<file path="src/rtl/apb_master.sv">
// Single-outstanding APB initiator: turns core load/store requests into SETUP/ACCESS
// transfers with lane strobes and replicated write data, and returns extended read data.
module apb_master #(
    parameter int ADDR_WIDTH = 32,
    parameter int DATA_WIDTH = 32,
    parameter int TIMEOUT    = 255
) (
    input  logic                  pclk,
    input  logic                  presetn,
    input  logic                  req_valid,
    output logic                  req_ready,
    input  logic [ADDR_WIDTH-1:0] req_addr,
    input  logic [DATA_WIDTH-1:0] req_wdata,
    input  logic                  req_write,
    input  logic [1:0]            req_size,
    input  logic                  req_unsigned,
    output logic                  resp_valid,
    output logic [DATA_WIDTH-1:0] resp_rdata,
    output logic                  resp_err,
    output logic [ADDR_WIDTH-1:0] paddr,
    output logic [DATA_WIDTH-1:0] pdata,
    input  logic [DATA_WIDTH-1:0] prdata,
    output logic                  psel,
    output logic                  penable,
    output logic                  pwrite,
    output logic [3:0]            pstb,
    input  logic                  pready,
    input  logic                  perr
);

    typedef enum logic [1:0] {
        ST_IDLE   = 2'd0,
        ST_SETUP  = 2'd1,
        ST_ACCESS = 2'd2,
        ST_RESP   = 2'd3
    } state_t;

    localparam logic [7:0] TIMEOUT_CNT = 8'(TIMEOUT);

    state_t                state_r;
    logic [1:0]            size_r;
    logic                  unsigned_r;
    logic [7:0]            wait_cnt_r;
    logic                  req_ready_r;
    logic                  resp_valid_r;
    logic [DATA_WIDTH-1:0] resp_rdata_r;
    logic                  resp_err_r;
    logic [ADDR_WIDTH-1:0] paddr_r;
    logic [DATA_WIDTH-1:0] pdata_r;
    logic                  psel_r;
    logic                  penable_r;
    logic                  pwrite_r;
    logic [3:0]            pstb_r;

    function automatic logic misaligned_f(input logic [1:0] size, input logic [1:0] off);
        logic bad;
        case (size)
            2'd0:    bad = 1'b0;
            2'd1:    bad = off[0];
            2'd2:    bad = (off != 2'd0);
            default: bad = 1'b1;
        endcase
        return bad;
    endfunction

    function automatic logic [3:0] strobe_f(input logic write, input logic [1:0] size,
                                            input logic [1:0] off);
        logic [3:0] stb;
        case (size)
            2'd0:    stb = 4'b0001 << off;
            2'd1:    stb = 4'b0011 << off;
            2'd2:    stb = 4'b1111;
            default: stb = 4'b0000;
        endcase
        return write ? stb : 4'b0000;
    endfunction

    function automatic logic [DATA_WIDTH-1:0] lane_data_f(input logic [1:0] size,
                                                          input logic [DATA_WIDTH-1:0] wdata);
        logic [DATA_WIDTH-1:0] data;
        case (size)
            2'd0:    data = {4{wdata[7:0]}};
            2'd1:    data = {2{wdata[15:0]}};
            default: data = wdata;
        endcase
        return data;
    endfunction

    // Bring the addressed lane down to bit 0, then truncate and extend to the access size.
    function automatic logic [DATA_WIDTH-1:0] load_data_f(input logic [DATA_WIDTH-1:0] rdata,
                                                          input logic [1:0] size,
                                                          input logic [1:0] off,
                                                          input logic uns);
        logic [DATA_WIDTH-1:0] shifted;
        logic [DATA_WIDTH-1:0] data;
        shifted = rdata >> {off, 3'b000};
        case (size)
            2'd0:    data = {{(DATA_WIDTH-8){shifted[7] & ~uns}}, shifted[7:0]};
            2'd1:    data = {{(DATA_WIDTH-16){shifted[15] & ~uns}}, shifted[15:0]};
            default: data = shifted;
        endcase
        return data;
    endfunction

    // Transfer FSM; every output is a register so the APB side never sees a glitch.
    always_ff @(posedge pclk or negedge presetn) begin
        if (!presetn) begin
            state_r      <= ST_IDLE;
            size_r       <= 2'd0;
            unsigned_r   <= 1'b0;
            wait_cnt_r   <= 8'd0;
            req_ready_r  <= 1'b1;
            resp_valid_r <= 1'b0;
            resp_rdata_r <= '0;
            resp_err_r   <= 1'b0;
            paddr_r      <= '0;
            pdata_r      <= '0;
            psel_r       <= 1'b0;
            penable_r    <= 1'b0;
            pwrite_r     <= 1'b0;
            pstb_r       <= 4'b0000;
        end else begin
            case (state_r)
                ST_IDLE: begin
                    if (req_valid) begin
                        req_ready_r <= 1'b0;
                        size_r      <= req_size;
                        unsigned_r  <= req_unsigned;
                        if (misaligned_f(req_size, req_addr[1:0])) begin
                            state_r      <= ST_RESP;
                            resp_valid_r <= 1'b1;
                            resp_err_r   <= 1'b1;
                            resp_rdata_r <= '0;
                        end else begin
                            state_r  <= ST_SETUP;
                            psel_r   <= 1'b1;
                            paddr_r  <= req_addr;
                            pwrite_r <= req_write;
                            pstb_r   <= strobe_f(req_write, req_size, req_addr[1:0]);
                            pdata_r  <= lane_data_f(req_size, req_wdata);
                        end
                    end else begin
                        req_ready_r <= 1'b1;
                    end
                end
                ST_SETUP: begin
                    state_r    <= ST_ACCESS;
                    penable_r  <= 1'b1;
                    wait_cnt_r <= 8'd0;
                end
                ST_ACCESS: begin
                    // pready wins over a timeout that lands on the same cycle.
                    if (pready) begin
                        state_r      <= ST_RESP;
                        psel_r       <= 1'b0;
                        penable_r    <= 1'b0;
                        resp_valid_r <= 1'b1;
                        resp_err_r   <= perr;
                        resp_rdata_r <= (perr || pwrite_r) ? '0 :
                                        load_data_f(prdata, size_r, paddr_r[1:0], unsigned_r);
                    end else if (wait_cnt_r == TIMEOUT_CNT) begin
                        state_r      <= ST_RESP;
                        psel_r       <= 1'b0;
                        penable_r    <= 1'b0;
                        resp_valid_r <= 1'b1;
                        resp_err_r   <= 1'b1;
                        resp_rdata_r <= '0;
                    end else begin
                        wait_cnt_r <= wait_cnt_r + 8'd1;
                    end
                end
                ST_RESP: begin
                    state_r      <= ST_IDLE;
                    req_ready_r  <= 1'b1;
                    resp_valid_r <= 1'b0;
                    resp_err_r   <= 1'b0;
                    resp_rdata_r <= '0;
                end
                default: begin
                    state_r      <= ST_IDLE;
                    req_ready_r  <= 1'b1;
                    resp_valid_r <= 1'b0;
                    psel_r       <= 1'b0;
                    penable_r    <= 1'b0;
                end
            endcase
        end
    end

    assign req_ready  = req_ready_r;
    assign resp_valid = resp_valid_r;
    assign resp_rdata = resp_rdata_r;
    assign resp_err   = resp_err_r;
    assign paddr      = paddr_r;
    assign pdata      = pdata_r;
    assign psel       = psel_r;
    assign penable    = penable_r;
    assign pwrite     = pwrite_r;
    assign pstb       = pstb_r;

endmodule

</file>
<file path="config.mk">
export PLATFORM = sky130hd
export DESIGN_NAME = apb_master
export DESIGN_NICKNAME = d
export VERILOG_FILES = /design/src/rtl/apb_master.sv
export SDC_FILE = /design/constraint.sdc
export NUM_CORES = 1
export LEC_CHECK = 0
export CAP_MARGIN = 40
export CORE_MARGIN = 4
export CORE_UTILIZATION = 49
export DETAILED_ROUTE_END_ITERATION = 16
export PLACE_DENSITY = 0.86
export SKIP_CTS_REPAIR_TIMING = 1
export SLEW_MARGIN = 5
export SYNTH_ARGS = -nofsm -noshare
export SYNTH_HDL_FRONTEND = slang
export SYNTH_SLANG_ARGS = --single-unit
</file>
<file path="constraint.sdc">
create_clock -name pclk -period 5.91 [get_ports pclk]
set_input_delay 0.591 -clock pclk [delete_from_list [all_inputs] [get_ports pclk]]
set_output_delay 0.591 -clock pclk [all_outputs]
set_load 0.005 [all_outputs]
</file>
==> impl_metrics.tcl, run 1 <==
set metrics [dict create \
    outcome "complete, no violations" \
    final_nets 857 \
    timing_hold_violations_final 0 \
    max_slew.worst_pin.slew_ns 0.893 \
    synth_enable_flop_cells 0 \
    finalHoldWorstSlack_ns 0.205 \
    tritoncts_num_sinks 119 \
    drt_iter0_drc 318 \
    areaGrowthSynthToFinish_pct 47.0 \
    gp_congestion 0.857 \
    finalSetupViolations 0 \
    buffer_ports.inserted 210 \
    vias 5205 \
    worst_r2r_endpoint "resp_rdata[3]" \
    cts.path.max_buffers 2 \
    core_um2 12100 \
    post_route_cells_drive_above_1_share 0.154 \
    final.period_utilization 0.638 \
    grt_pass1_vias 5468 \
    synth.yosys.seq_area_share 0.493 \
    ys.warnings.count 0 \
    timing.critical_path.from_type "input port" \
    r2r.worst_path.cells 7 \
    die_width_um 119 \
    main_synth_ff_type "sky130_fd_sc_hd__dfrtp_1" \
    cts_max_level 4 \
    worst_r2r_startpoint "state_r[0]" \
    power_density_nw_per_um2 472 \
    remaining_drc_errors 0 \
    leakage_nw 3.86 \
    rsz0062_at_grt "false" \
    yosys-top-cells-count "sky130_fd_sc_hd__dfrtp_1 (118), sky130_fd_sc_hd__mux2_2 (59), sky130_fd_sc_hd__o21ai_0 (51)" \
    clock_transition_at_the_register_clock_pins_on_the_worst_setup_and_hold_paths_after_cts_ns 0.06 \
    io-pin-count 211 \
    vdd_ir_drop_max_mv 0.284 \
    synth_top_area_share 0.489 \
    worstSetupEndpointType "flop" \
    worst_ep_arrival_time_ns 4.06 \
    setup_slack_ns 2.14 \
    syn_avg_cell_area_um2 11.0 \
    tritoncts "done" \
    die_area_um2 14200 \
    insertion_delay_ns 0.41 \
    period_minus_slack_ns 3.77 \
    yosys.cell_count.top_type "sky130_fd_sc_hd__dfrtp_1" \
    worst_slew_margin_rel 0.402 \
    die_height_um 119 \
    synth_seq_cells 119 \
    clock.fmax_mhz 265 \
    global_route.overflow_total 0 \
    grt_pass1_wl_um 28400 \
    r2r_setup_slk_ns 2.52 \
    cts_buffers 17 \
    antenna_found_initial 0 \
    crit_required_ns 6.20 \
    dp.final_hpwl_um 12900 \
    maxSlewViolCount 0 \
    criticalPathCategory "input port to flop" \
    routedWlPerCell_um 19.4 \
    tns_ns 0 \
    cell_area_synth_um2 6040 \
    initial_core_util 0.501 \
    grt_util_all_layers 0.252 \
    largest_net_degree_at_the_start_of_global_routing 65 \
    ys_types 45 \
    path_max_fanout 20 \
    synthTopCellsByArea "sky130_fd_sc_hd__dfrtp_1 (49%), sky130_fd_sc_hd__mux2_2 (11%), sky130_fd_sc_hd__mux2i_1 (7.6%)" \
    std_cell_rows 40 \
    antenna_cells_inserted 0 \
    synth_async_sr_flop_share 1.00 \
    first_pass_iters 4 \
    synth_cells 549 \
    pre_cts_slack_ns 1.82 \
    hold_class "input port to asynchronous set/reset pin" \
    syn-num-nets 660 \
    totalWireLength_um 17900 \
    root_buffer "sky130_fd_sc_hd__clkbuf_16" \
    detail_route.vias_per_cell 5.62 \
    yosys.area.top_type "sky130_fd_sc_hd__dfrtp_1" \
    drv.max_cap_violation_count 0 \
    final.setup_skew_ns 0.00809 \
    postRouteAntennaNets 0 \
]
[how the worst max path moves through the flow]
| stage | from | endpoint | cells past startpoint |
|---|---|---|---|
| after floorplan | state_r[0] | resp_rdata[12] | 9 |
| after global placement | req_size[0] | resp_rdata[15] | 6 |
| after detailed placement | req_size[0] | resp_rdata[3] | 6 |
| after CTS | req_size[0] | resp_rdata[3] | 6 |
| after global routing | req_size[0] | resp_rdata[9] | 6 |
| final | req_size[0] | resp_rdata[3] | 6 |
[registers in the layout, indices dropped and copies added (netlist names)]
name        flops
resp_valid      1
penable         1
req_ready       1
pstb            4
size_r          2
pdata          32
unsigned_r      1
resp_rdata     32
state_r         2
pwrite          1
wait_cnt_r      8
paddr          32
psel            1
resp_err        1
[power by group]
group	total [mW]	switching (mW)	internal, mW
clock network	1.04	0.361	0.680
logic	1.79	0.808	0.984
registers	1.36	0.233	1.13
[layout by cell type, fill, tap and decap left out, types with 4 or more instances in the layout]
cell type                         netlist  routed
sky130_fd_sc_hd__o41ai_2                8       8
sky130_fd_sc_hd__clkinv_2               0       4
sky130_fd_sc_hd__clkdlybuf4s50_1        0     209
sky130_fd_sc_hd__o211ai_1               8       8
sky130_fd_sc_hd__nor2_1                25      25
sky130_fd_sc_hd__o31ai_1               25      25
sky130_fd_sc_hd__buf_4                  2      12
sky130_fd_sc_hd__a21oi_1               14      14
sky130_fd_sc_hd__nor3_1                 4       4
sky130_fd_sc_hd__mux2i_1               46      46
sky130_fd_sc_hd__nand2_1               47      47
sky130_fd_sc_hd__and3_1                 9       9
sky130_fd_sc_hd__a21boi_0               9       9
sky130_fd_sc_hd__inv_1                  8       8
sky130_fd_sc_hd__o21ai_0               51      51
sky130_fd_sc_hd__nor2b_1               10      10
sky130_fd_sc_hd__mux2_2                59      59
sky130_fd_sc_hd__ha_1                   6       6
sky130_fd_sc_hd__dfrtp_1              118     118
sky130_fd_sc_hd__nand3b_1               9       9
sky130_fd_sc_hd__a211oi_1              15      15
sky130_fd_sc_hd__clkbuf_16              0      17
[worst max-delay path, stage by stage]
cell and delay [ns]:
sky130_fd_sc_hd__clkdlybuf4s50_1 0.80, sky130_fd_sc_hd__nor4b_1 0.51, sky130_fd_sc_hd__a311o_1 0.62, sky130_fd_sc_hd__or3_1 0.77, sky130_fd_sc_hd__buf_4 0.36, sky130_fd_sc_hd__mux2_2 0.37
[layout make-up]
| type | instances | area (um^2) |
|---|---|---|
| clock inverters | 9 | 125 |
| flip-flops and latches | 119 | 2980 |
| multi-input cells | 376 | 2830 |
| well taps | 168 | 210 |
| clock buffers | 22 | 464 |
| repair buffers | 224 | 2240 |
| inverters | 8 | 30.0 |
| fillers | 800 | 3180 |
[kinds of logic (layout without fill, tap and decap cells)]
logic type	count (synthesis)	after routing	synth area share
AO/OA/AOI/OAI	138	138	0.159
XOR/XNOR	3	3	0.00435
adder cells (fa/ha/maj)	6	6	0.0124
buffers and inverters	54	263	0.0412
flip-flops	119	119	0.493
multiplexers	107	107	0.190
AND/OR/NAND/NOR	122	122	0.101
[stage by stage]
stage,util,cells,cell area (um^2),power (mW)
2_1_floorplan,-,549,6040,2.27
3_3_place_gp,0.683,892,8230,3.05
3_5_place_dp,0.686,894,8280,3.14
4_1_cts,0.735,925,8870,4.20
5_1_grt,0.737,926,8890,4.44
6_report,0.737,926,8890,4.19
[layer usage]
layer	vias up	wire, um	share of wire	track usage
met3	38	1680	0.093	0.0983
met2	216	8660	0.48	0.414
met4	0	507	0.028	0.0963
met1	2562	7100	0.40	0.298
li1	2389	-	-	-
met5	-	0	0	0
Note: power is estimated with default switching activity, not from simulation.
==> run 2: changes to the inputs <==
- CORE_UTILIZATION: 49 -> 41
- PLACE_DENSITY: 0.86 -> 0.77
- clock period: 5.91 -> 3.05 ns (I/O delays scaled with it)
==> impl_metrics.tcl, run 2 (synthesis results as in run 1) <==
set metrics [dict create \
    outcome "complete, no violations" \
    tritoncts "done" \
    worst_hold_path.endpoint "pdata[12]" \
    r2r_setup_slk_ns 0.60 \
    cts.path.max_buffers 2 \
    tns_ns 0 \
    grt_pass1_wl_um 28500 \
    core_um2 14500 \
    worst_ep_arrival_time_ns 2.74 \
    finalHoldWorstSlack_ns 0.484 \
    fin_total_pwr_mw 8.21 \
    setup_slack_ns 0.603 \
    numPlacedInstances 918 \
    finalCoreUtilization 0.620 \
    r2r.worst_path.cells 7 \
    io-pin-count 211 \
    grt_pass1_vias 5488 \
    commonest_non_fill_non_tap_cell_in_the_layout "sky130_fd_sc_hd__clkdlybuf4s50_1" \
    layout.filler_cells 1146 \
    worstSetupEndpointType "flop" \
    rsz0062_at_grt "false" \
    final_cell_area_um2 8980 \
    insertion_delay_ns 0.41 \
    post_route_cells_drive_above_1_share 0.167 \
    power.share.sequential 0.320 \
    buffer_ports.inserted 210 \
    dpl_cell_area_um2 8340 \
    initial_core_util 0.417 \
    tritoncts_num_sinks 119 \
    max_slew.worst_pin.slew_ns 0.886 \
    hold_class "flop to flop" \
    path_max_fanout 34 \
    pre_cts_slack_ns 0.461 \
    cts_max_level 4 \
    crit_required_ns 3.35 \
    clock.fmax_mhz 409 \
    largest_net_degree_at_the_start_of_global_routing 54 \
    global_route.overflow_total 0 \
    final_cell_mix "sky130_fd_sc_hd__clkdlybuf4s50_1 (209), sky130_fd_sc_hd__dfrtp_1 (118), sky130_fd_sc_hd__mux2_2 (59)" \
    cts_buffers 17 \
    grt_util_all_layers 0.218 \
    switching_power_mw 2.70 \
    postRouteAntennaNets 0 \
    whs_path_cells 2 \
    final.setup_skew_ns 0.0117 \
    post_layout_nonfiller_instances 951 \
    multiInputGateArea_um2 2830 \
    timing.critical_path.from_type "flop" \
    leakage_nw 3.90 \
    remaining_drc_errors 0 \
    worst_slew_margin_rel 0.407 \
    combinationalPowerShare 0.423 \
    detail_route.vias_per_cell 5.36 \
    switching_share 0.329 \
    areaGrowthSynthToFinish_pct 48.6 \
    vias 5097 \
    timing_hold_violations_final 0 \
    maxSlewViolCount 0 \
    worst_r2r_endpoint "resp_rdata[28]" \
    intPower_mw 5.51 \
    drv.max_cap_violation_count 0 \
    dp.final_hpwl_um 13100 \
    final.period_utilization 0.802 \
    gp_congestion 0.867 \
    worst_r2r_startpoint "state_r[0]" \
    vdd_ir_drop_max_mv 0.519 \
    die_area_um2 16700 \
    drt_iter0_drc 253 \
    final-seq-area_um2 2980 \
    first_pass_iters 4 \
    antenna_cells_inserted 0 \
    period_minus_slack_ns 2.45 \
    power.clock.fraction 0.258 \
    final_nets 865 \
    die_width_um 129 \
    power_density_nw_per_um2 914 \
    root_buffer "sky130_fd_sc_hd__clkbuf_16" \
    clock_transition_at_the_register_clock_pins_on_the_worst_setup_and_hold_paths_after_cts_ns 0.05 \
    timing.hold.worst.start "pdata[12]" \
    std_cell_rows 44 \
    routedWlPerCell_um 18.8 \
    finalSetupViolations 0 \
    totalWireLength_um 17900 \
    criticalPathCategory "flop to flop" \
    antenna_found_initial 0 \
    die_height_um 129 \
]
## run 2: power groups by stage
stage          logic, mW  registers [mW]  clock network, mW
2_1_floorplan       1.86            2.54                  0
3_3_place_gp        3.40            2.60                  0
3_5_place_dp        3.47            2.64                  0
4_1_cts             3.50            2.63               2.16
5_1_grt             3.80            2.70               2.25
6_report            3.47            2.62               2.12
## run 2: layout make-up
type | count | share of cell area
Multi-Input combinational cell | 376 | 0.315
Clock buffer | 19 | 0.0504
Clock inverter | 13 | 0.0198
Sequential cell | 119 | 0.332
Timing Repair Buffer | 232 | 0.254
Tap cell | 184 | 0.0256
Inverter | 8 | 0.00334
## run 2: how the worst max path moves through the flow
stage	start	endpoint	cells past startpoint
2_1_floorplan	state_r[0]	resp_rdata[12]	9
3_3_place_gp	req_addr[0]	resp_rdata[12]	6
3_5_place_dp	req_addr[0]	resp_rdata[28]	6
4_1_cts	state_r[0]	resp_rdata[28]	7
5_1_grt	state_r[0]	resp_rdata[28]	7
6_report	state_r[0]	resp_rdata[28]	7
## run 2: worst max-delay path: stages, from the launching register on
cell and delay, ns:
sky130_fd_sc_hd__dfrtp_1 0.41, sky130_fd_sc_hd__inv_1 0.10, sky130_fd_sc_hd__ha_1 0.26, sky130_fd_sc_hd__nor4b_1 0.16, sky130_fd_sc_hd__a311o_1 0.35, sky130_fd_sc_hd__or3_1 0.37, sky130_fd_sc_hd__buf_4 0.28, sky130_fd_sc_hd__o41ai_2 0.39
## run 2: routing by layer
layer,global-route usage,up-vias,routed length (um),part of all wire
met2,0.346,220,8400,0.47
met1,0.265,2448,7250,0.41
met5,0,-,0,0
met4,0.0797,0,344,0.019
li1,-,2407,-,-
met3,0.0969,22,1890,0.11
